--- src/rtl/reg_writeback.sv ---
// reg_writeback: write-side master for the CPU register file.
// Results from execute are buffered in a small in-order FIFO and drained one
// entry per cycle onto the registered register-file write port. A decode-stage
// query reports whether a register still has a write in flight.
// Optional feature macro: WB_FORWARD_EN adds fwd_data, the youngest pending
// value for the queried register, so decode can forward instead of stalling.
module reg_writeback #(
  parameter int DATA_W = 32,
  parameter int ADDR_W = 5,
  parameter int DEPTH  = 4
) (
  input  logic              clk,
  input  logic              rst,
  input  logic              res_valid,
  output logic              res_ready,
  input  logic [ADDR_W-1:0] res_addr,
  input  logic [DATA_W-1:0] res_data,
  output logic              rf_we,
  output logic [ADDR_W-1:0] rf_waddr,
  output logic [DATA_W-1:0] rf_wdata,
  input  logic [ADDR_W-1:0] q_addr,
  output logic              pend_hit
`ifdef WB_FORWARD_EN
  ,output logic [DATA_W-1:0] fwd_data
`endif
);

  localparam int PTR_W = $clog2(DEPTH);
  localparam int CNT_W = PTR_W + 1;

  logic [ADDR_W-1:0] r_memAddr [DEPTH];
  logic [DATA_W-1:0] r_memData [DEPTH];
  logic [PTR_W-1:0]  r_wrPtr;
  logic [PTR_W-1:0]  r_rdPtr;
  logic [CNT_W-1:0]  r_count;

  logic              w_accept;
  logic              w_push;
  logic              w_pop;
  logic              w_pendHit;
  logic [PTR_W-1:0]  w_idx;

  // Ready depends only on the registered count, so a full FIFO never takes a
  // result even if an entry drains in the same cycle. Writes to r0 complete
  // the handshake but are dropped because r0 is hardwired to zero.
  assign res_ready = !rst && (r_count != CNT_W'(DEPTH));
  assign w_accept  = res_valid && res_ready;
  assign w_push    = w_accept && (res_addr != '0);
  assign w_pop     = (r_count != '0);

  // FIFO storage needs no reset; occupancy is tracked by the count alone.
  always_ff @(posedge clk) begin
    if (w_push) begin
      r_memAddr[r_wrPtr] <= res_addr;
      r_memData[r_wrPtr] <= res_data;
    end
  end

  // Pointer and occupancy bookkeeping; pointers wrap naturally at DEPTH.
  always_ff @(posedge clk or posedge rst) begin
    if (rst) begin
      r_wrPtr <= '0;
      r_rdPtr <= '0;
      r_count <= '0;
    end else begin
      if (w_push) begin
        r_wrPtr <= r_wrPtr + 1'b1;
      end
      if (w_pop) begin
        r_rdPtr <= r_rdPtr + 1'b1;
      end
      case ({w_push, w_pop})
        2'b10:   r_count <= r_count + 1'b1;
        2'b01:   r_count <= r_count - 1'b1;
        default: r_count <= r_count;
      endcase
    end
  end

  // Registered write port: the head entry moves out one cycle after it was
  // accepted, and address/data hold their last value when idle.
  always_ff @(posedge clk or posedge rst) begin
    if (rst) begin
      rf_we    <= 1'b0;
      rf_waddr <= '0;
      rf_wdata <= '0;
    end else begin
      rf_we <= w_pop;
      if (w_pop) begin
        rf_waddr <= r_memAddr[r_rdPtr];
        rf_wdata <= r_memData[r_rdPtr];
      end
    end
  end

  // Pending-write detection over the valid FIFO entries and the output stage.
  always_comb begin
    w_pendHit = 1'b0;
    w_idx     = '0;
    if (rf_we && (rf_waddr == q_addr)) begin
      w_pendHit = 1'b1;
    end
    for (int i = 0; i < DEPTH; i++) begin
      w_idx = r_rdPtr + PTR_W'(i);
      if ((CNT_W'(i) < r_count) && (r_memAddr[w_idx] == q_addr)) begin
        w_pendHit = 1'b1;
      end
    end
    if (q_addr == '0) begin
      w_pendHit = 1'b0;
    end
  end

  assign pend_hit = w_pendHit;

`ifdef WB_FORWARD_EN
  logic [DATA_W-1:0] w_fwdData;
  logic [PTR_W-1:0]  w_fwdIdx;

  // Youngest match wins: start from the output stage, then let each newer
  // FIFO entry (oldest to newest) override it.
  always_comb begin
    w_fwdData = '0;
    w_fwdIdx  = '0;
    if (rf_we && (rf_waddr == q_addr)) begin
      w_fwdData = rf_wdata;
    end
    for (int i = 0; i < DEPTH; i++) begin
      w_fwdIdx = r_rdPtr + PTR_W'(i);
      if ((CNT_W'(i) < r_count) && (r_memAddr[w_fwdIdx] == q_addr)) begin
        w_fwdData = r_memData[w_fwdIdx];
      end
    end
    if (q_addr == '0) begin
      w_fwdData = '0;
    end
  end

  assign fwd_data = w_fwdData;
`endif

endmodule
--- config.mk ---
export PLATFORM = sky130hd
export DESIGN_NAME = reg_writeback
export DESIGN_NICKNAME = d
export VERILOG_FILES = /design/src/rtl/reg_writeback.sv
export SDC_FILE = /design/constraint.sdc
export NUM_CORES = 1
export LEC_CHECK = 0
export CORE_ASPECT_RATIO = 0.8
export CORE_MARGIN = 3
export CORE_UTILIZATION = 51
export DETAILED_ROUTE_END_ITERATION = 6
export PLACE_DENSITY = 0.73
export SLEW_MARGIN = 20
export SYNTH_ARGS = -nofsm -noshare
export SYNTH_HDL_FRONTEND = slang
export SYNTH_SLANG_ARGS = --single-unit
--- constraint.sdc ---
create_clock -name clk -period 2.85 [get_ports clk]
set_clock_uncertainty 0.1 [all_clocks]
set_input_delay 0.4275 -clock clk [delete_from_list [all_inputs] [get_ports clk]]
set_output_delay 0.4275 -clock clk [all_outputs]
set_load 0.01 [all_outputs]
# Word level (Yosys, flattened, before mapping)
# Memories as Yosys holds them, arrays and structs flattened. A register that Yosys moved wholly into a read port is not among the register bits.
# Index checks and enable logic that the tools add are counted.
[totals]
input_bits = 45
memories = 2
ram_bits = 148
ff_bits = 13
word_cells = 47
[classes]
add_sub_neg = 6
reduce_logical = 13
eq_ne = 8
order_cmp = 4
mux = 9
[mem_list]
columns = ["name", "words", "word_bits", "read_ports", "rd_ports_with_merged_regs", "write_ports", "line", "text"]
rows = [
  ["r_memData", 4, 32, 1, 1, 1, "32", "logic [DATA_W-1:0] r_memData [DEPTH];"],
  ["r_memAddr", 4, 5, 4, 0, 1, "31", "logic [ADDR_W-1:0] r_memAddr [DEPTH];"],
]
[ops]
columns = ["op", "n"]
rows = [
  ["5-bit equality test", 5],
  ["1-bit logical AND", 8],
  ["1-bit 2-to-1 mux", 8],
  ["1-bit by 3-bit < comparator with 1-bit output, first input constant", 2],
  ["2-bit by 3-bit < comparator with 1-bit output, first input constant", 2],
  ["3-bit case mux with 2 select lines", 1],
  ["5-bit zero test", 1],
  ["5-bit nonzero test", 1],
  ["2-bit by 1-bit adder with 2-bit output, second input constant", 2],
  ["2-bit adder, second input constant", 2],
  ["3-bit by 1-bit adder with 3-bit output, second input constant", 1],
  ["3-bit inequality test, second input constant", 1],
  ["3-bit nonzero test", 1],
  ["3-bit by 1-bit subtractor with 3-bit output, second input constant", 1],
  ["2-bit by 1-bit equality test with 1-bit output, second input constant", 1],
  ["2-bit equality test, second input constant", 1],
  ["2-bit nonzero test", 1],
  ["1-bit zero test", 1],
]

# Logic depth before layout (Yosys ltp)
[logic_depth]
ltp_word = 8
mapped_depth = 10

# Worst setup path after synthesis
# Ideal clock, no wire load.
[synth_timing]
kind = "reg2reg"
from = "register r_count[0]"
to = "memory r_memAddr[2][0], enable pin"
path_buffers = 0
stages_incl_launch_ff = 7
path_slack_ns = -0.022
t_required_ns = 2.352
period_less_slack_ns = 2.872
arrival_ns = 2.375
setup_ns = 0.398
cell_sequence = "dfrtp_1 > inv_1 > ha_1 > a21oi_1 > nand2_1 > a21oi_1 > and2_1"
[synth_via]
elab_chain_cells = 6
[synth_rtl]
columns = ["element", "line", "text"]
rows = [
  ["from (decl)", "35", "logic [CNT_W-1:0] r_count;"],
  ["from (signal assigned)", "73", "2'b10: r_count <= r_count + 1'b1;"],
  ["from (signal assigned)", "74", "2'b01: r_count <= r_count - 1'b1;"],
  ["from (signal assigned)", "75", "default: r_count <= r_count;"],
  ["3-bit inequality test", "46", "assign res_ready = !rst && (r_count != CNT_W'(DEPTH));"],
  ["1-bit logical AND", "46", ""],
  ["named net res_ready", "15", "output logic res_ready,"],
  ["1-bit logical AND", "47", "assign w_accept = res_valid && res_ready;"],
  ["1-bit logical AND", "48", "assign w_push = w_accept && (res_addr != '0);"],
  ["1-bit 2-to-1 mux", "53", "if (w_push) begin"],
  ["1-bit 2-to-1 mux (not written as such)", "54", "r_memAddr[r_wrPtr] <= res_addr;"],
  ["to (decl)", "31", ""],
]
# The timed path passes the listed nets, and every way through them passes these cells.

# Final worst setup path
[layout_timing]
from = "register r_rdPtr[0]"
to = "output port pend_hit"
[layout_via]
elab_chain_cells = 8
elab_cells_between_ends = 17
cone_classes = "add/sub: 3; eq/ne: 4; mux: 5; reduce/logical: 4; memory: 1"
[layout_rtl]
columns = ["element", "line", "text"]
rows = [
  ["from (decl)", "34", "logic [PTR_W-1:0] r_rdPtr;"],
  ["from (signal assigned)", "70", "r_rdPtr <= r_rdPtr + 1'b1;"],
  ["2-bit by 1-bit adder with 2-bit output / memory read 4 x 5 bit (equally long branches)", "n/a", ""],
  ["memory read 4 x 5 bit (*)", "n/a", ""],
  ["5-bit equality test / 1-bit logical AND (equally long branches)", "105", "if ((CNT_W'(i) < r_count) && (r_memAddr[w_idx] == q_addr)) begin"],
  ["1-bit logical AND / 1-bit 2-to-1 mux (equally long branches)", "105", ""],
  ["1-bit 2-to-1 mux (2 in series)", "105", ""],
  ["1-bit 2-to-1 mux (*)", "105", ""],
  ["1-bit 2-to-1 mux (*)", "109", "if (q_addr == '0) begin"],
  ["to (decl)", "22", "output logic pend_hit"],
]
# Mark *: on every way between the ends. The rest lies on a longest branch, timed or not.

==> results.sh <==
export IMPL_status="complete, but fails checks"
export IMPL_violations="setup timing"
export IMPL_antenna_cells=0
export IMPL_io_buffers=84
export IMPL_crit_path_end_kind="output pin"
export IMPL_n_fill_cell=1045
export IMPL_slowest_stage="dfrtp_4"
export IMPL_dp_hpwl_um=9304
export IMPL_path_delay_family="flip-flops"
export IMPL_async_flop_share_pct=23.32
export IMPL_grt_max_degree=33
export IMPL_cts_made_buffers=17
export IMPL_placementRows=40
export IMPL_die_width_um=145.1
export IMPL_syn_area_sq_um=7899
export IMPL_ys_warn_count=0
export IMPL_core_area_sq_um=15110
export IMPL_drt_pass1_iter_count=4
export IMPL_clock_fmax_mhz=330.6
export IMPL_grt_usage_pct=18.50
export IMPL_wl_met2_um=7179
export IMPL_worst_slew_pin_slew_ns=0.7670
export IMPL_drtIter0Drc=324
export IMPL_synth_edf_count=148
export IMPL_finalCriticalPeriod_ns=3.025
export IMPL_io_pin_count=85
export IMPL_cp_num_buf_inv=2
export IMPL_cts_sinks=193
export IMPL_grt_pass1_vias=4328
export IMPL_p_per_area_nw_per_um2=988.7
export IMPL_met1Wirelength_um=6571
export IMPL_yosysSeqAreaShare_pct=70.52
export IMPL_syn_to_final_growth_pct=24.17
export IMPL_drv_cap=0
export IMPL_whs_ns=0.4063
export IMPL_critPathArrivalTime_ns=2.50
export IMPL_yosysUniqueCellTypes=32
export IMPL_dp_cells=683
export IMPL_antenna_left=0
export IMPL_maxSlewViolCount=0
export IMPL_crit_fanout=6
export IMPL_die_area_sq_um=17030
export IMPL_viasPerCell=5.501
export IMPL_reg2reg_slack_ns=0.45
export IMPL_max_vdd_ir_drop_v=0.0005052
export IMPL_clockBufferDepth=2
export IMPL_crit_chain="buf_12, mux4_2, xor2_1, nor4_2, o311ai_1, and3_4, a21oi_2, buf_2"
export IMPL_hold_class="flop to flop"
export IMPL_cts_hold_fix_buffers=0
export IMPL_yosysTopAreaCell="edfxtp_1"
export IMPL_rsz0062_at_grt="yes"
export IMPL_cts_tree="built"
export IMPL_root_buffer="clkbuf_16"
export IMPL_syn_avg_cell_area_sq_um=20.62
export IMPL_final_layout_size_suffix_gt1_share_pct=31.77
export IMPL_slew_headroom_pct=48.79
export IMPL_setup_viol=1
export IMPL_wl_um=14760
export IMPL_yosysMostFrequentCell="edfxtp_1"
export IMPL_slowest_delay_ns=0.49
export IMPL_setup_ws_ns=-0.1750
export IMPL_fin_util_pct=64.89
export IMPL_htree_levels=4
export IMPL_overflow=0
export IMPL_required_ns=2.32
export IMPL_multi_input_comb_area_sq_um=2206
export IMPL_routedWlPerCell_um=20.41
export IMPL_clock_latency_ns=0.43
export IMPL_synthFlopType="edfxtp_1"
export IMPL_syn_nets=437
export IMPL_grt_pass1_wl_um=24050
export IMPL_post_place_ws_ns=-0.2036
export IMPL_worstSetupPathType="flop to output pin"
export IMPL_initial_core_util_pct=52.26
export IMPL_nNetsFinal=554
export IMPL_cp_start_kind="flop"
export IMPL_gp_congestion=0.8275
export IMPL_final_cells=723
export IMPL_top_layer_used="met4"
export IMPL_synth_top_cells_by_count="148 x edfxtp_1, 48 x mux4_2, 45 x dfrtp_1"
export IMPL_remaining_drc_errors=0
export IMPL_wl_met3_um=767
export IMPL_p_leak_nw=3.437
export IMPL_syn_inst=383
export IMPL_synth_top_cell_area_share_pct=56.26
export IMPL_vias=3977
export IMPL_finalHoldViolations=0
export IMPL_layout_worst_path_cycle_share_pct=106.1
export IMPL_clkSlewWorstSetupHoldPaths_ns=0.07
export IMPL_antenna_found_initial=0
export IMPL_die_h_um=117.3
export IMPL_seqCellArea_sq_um=5575
export IMPL_synthTopCellsByArea="edfxtp_1 56%, dfrtp_1 14%, mux4_2 14%, mux2_2 5.3%, xor2_1 2.1%"
export IMPL_place_area_sq_um=9170
export IMPL_ys_ff_latch=193
export IMPL_stdcell_area_sq_um=9808
[what timing repair did]
action | CTS | global route
gates resized for setup | 7 | 3
buffers inserted | 8 | 0
endpoints found under the setup margin | 1 | 1
pin swaps | 4 | 4
[cell type report]
| type | count | area share (%) |
|---|---|---|
| clock buffers | 21 | 4.490 |
| flip-flops and latches | 193 | 56.84 |
| multi-input cells | 162 | 22.49 |
| inverters | 6 | 0.2296 |
| clock inverters | 11 | 1.072 |
| repair buffers | 120 | 12.20 |
| well taps | 210 | 2.679 |
[power by group]
group | total (mW) | internal [mW] | switching [mW] | leakage, nW
clock network | 2.21 | 1.21 | 1.00 | 0.272
registers | 3.94 | 3.62 | 0.320 | 1.86
logic | 3.55 | 2.07 | 1.48 | 1.30
total | 9.70 | 6.90 | 2.80 | 3.44
[flip-flops by register name, summed over array words and instances, names as in the netlist]
| register | flops |
|---|---|
| r_count | 3 |
| r_memAddr | 20 |
| r_memData | 128 |
| r_rdPtr | 2 |
| r_wrPtr | 2 |
| rf_waddr | 5 |
| rf_wdata | 32 |
| rf_we | 1 |
[worst register-to-register path, cell delays in order (launching register included)]
cell and delay (ns):
dfrtp_1 0.48, inv_1 0.12, ha_1 0.25, a21oi_1 0.25, nand2_1 0.08, a21oi_1 0.11
buf_4 0.17, and2_2 0.29, buf_12 0.23
[layout by cell type, fill, tap and decap left out, types with 3 or more instances in the layout]
cell type / count
clkinv_2: 4
xnor2_1: 12
buf_6: 4
and2_2: 4
clkbuf_1: 4
edfxtp_1: 148
ha_1: 9
inv_1: 5
nor2_1: 3
mux4_1: 4
clkdlybuf4s50_1: 83
xor2_1: 19
mux2_2: 37
a21oi_1: 4
buf_4: 26
buf_12: 6
nand2_1: 4
dfrtp_1: 43
mux4_2: 48
inv_6: 3
clkbuf_16: 17
[worst paths after layout]
path                        startpoint          endpoint  cells past startpoint
hold / removal             rf_wdata[5]       rf_wdata[5]                      1
hold reg to reg            rf_wdata[5]       rf_wdata[5]                      1
min in group asynchronous          rst       rf_wdata[4]                      2
max in group asynchronous          rst      rf_wdata[23]                      3
setup reg to reg            r_count[0]  r_memData[1][22]                      8
setup / recovery            r_rdPtr[0]          pend_hit                      8
[per-layer routing]
layer	up-vias	global-route usage [%]
li1	1768	-
met1	2077	24.84
met2	108	29.51
met3	24	5.794
met4	0	5.635
met5	-	0
[metrics by stage]
| step | power, mW | setup TNS (ns) |
|---|---|---|
| 2_1_floorplan | 6.168 | 0 |
| 3_3_place_gp | 7.367 | -0.1796 |
| 3_5_place_dp | 7.439 | -0.2036 |
| 4_1_cts | 9.770 | -0.2270 |
| 5_1_grt | 10.21 | -0.3070 |
| 6_report | 9.697 | -0.1750 |
[kinds of logic (layout without fill, tap and decap cells)]
family / Yosys count / in the layout / synth area share, %
adder cells (fa/ha/maj): 9 / 9 / 1.426
AND/OR/NAND/NOR: 22 / 22 / 1.647
multiplexers: 90 / 90 / 20.42
flip-flops: 193 / 193 / 70.52
AO/OA/AOI/OAI: 10 / 10 / 0.7763
XOR/XNOR: 31 / 31 / 3.437
buffers and inverters: 28 / 158 / 1.774
Power figures use the tool's default switching activity.
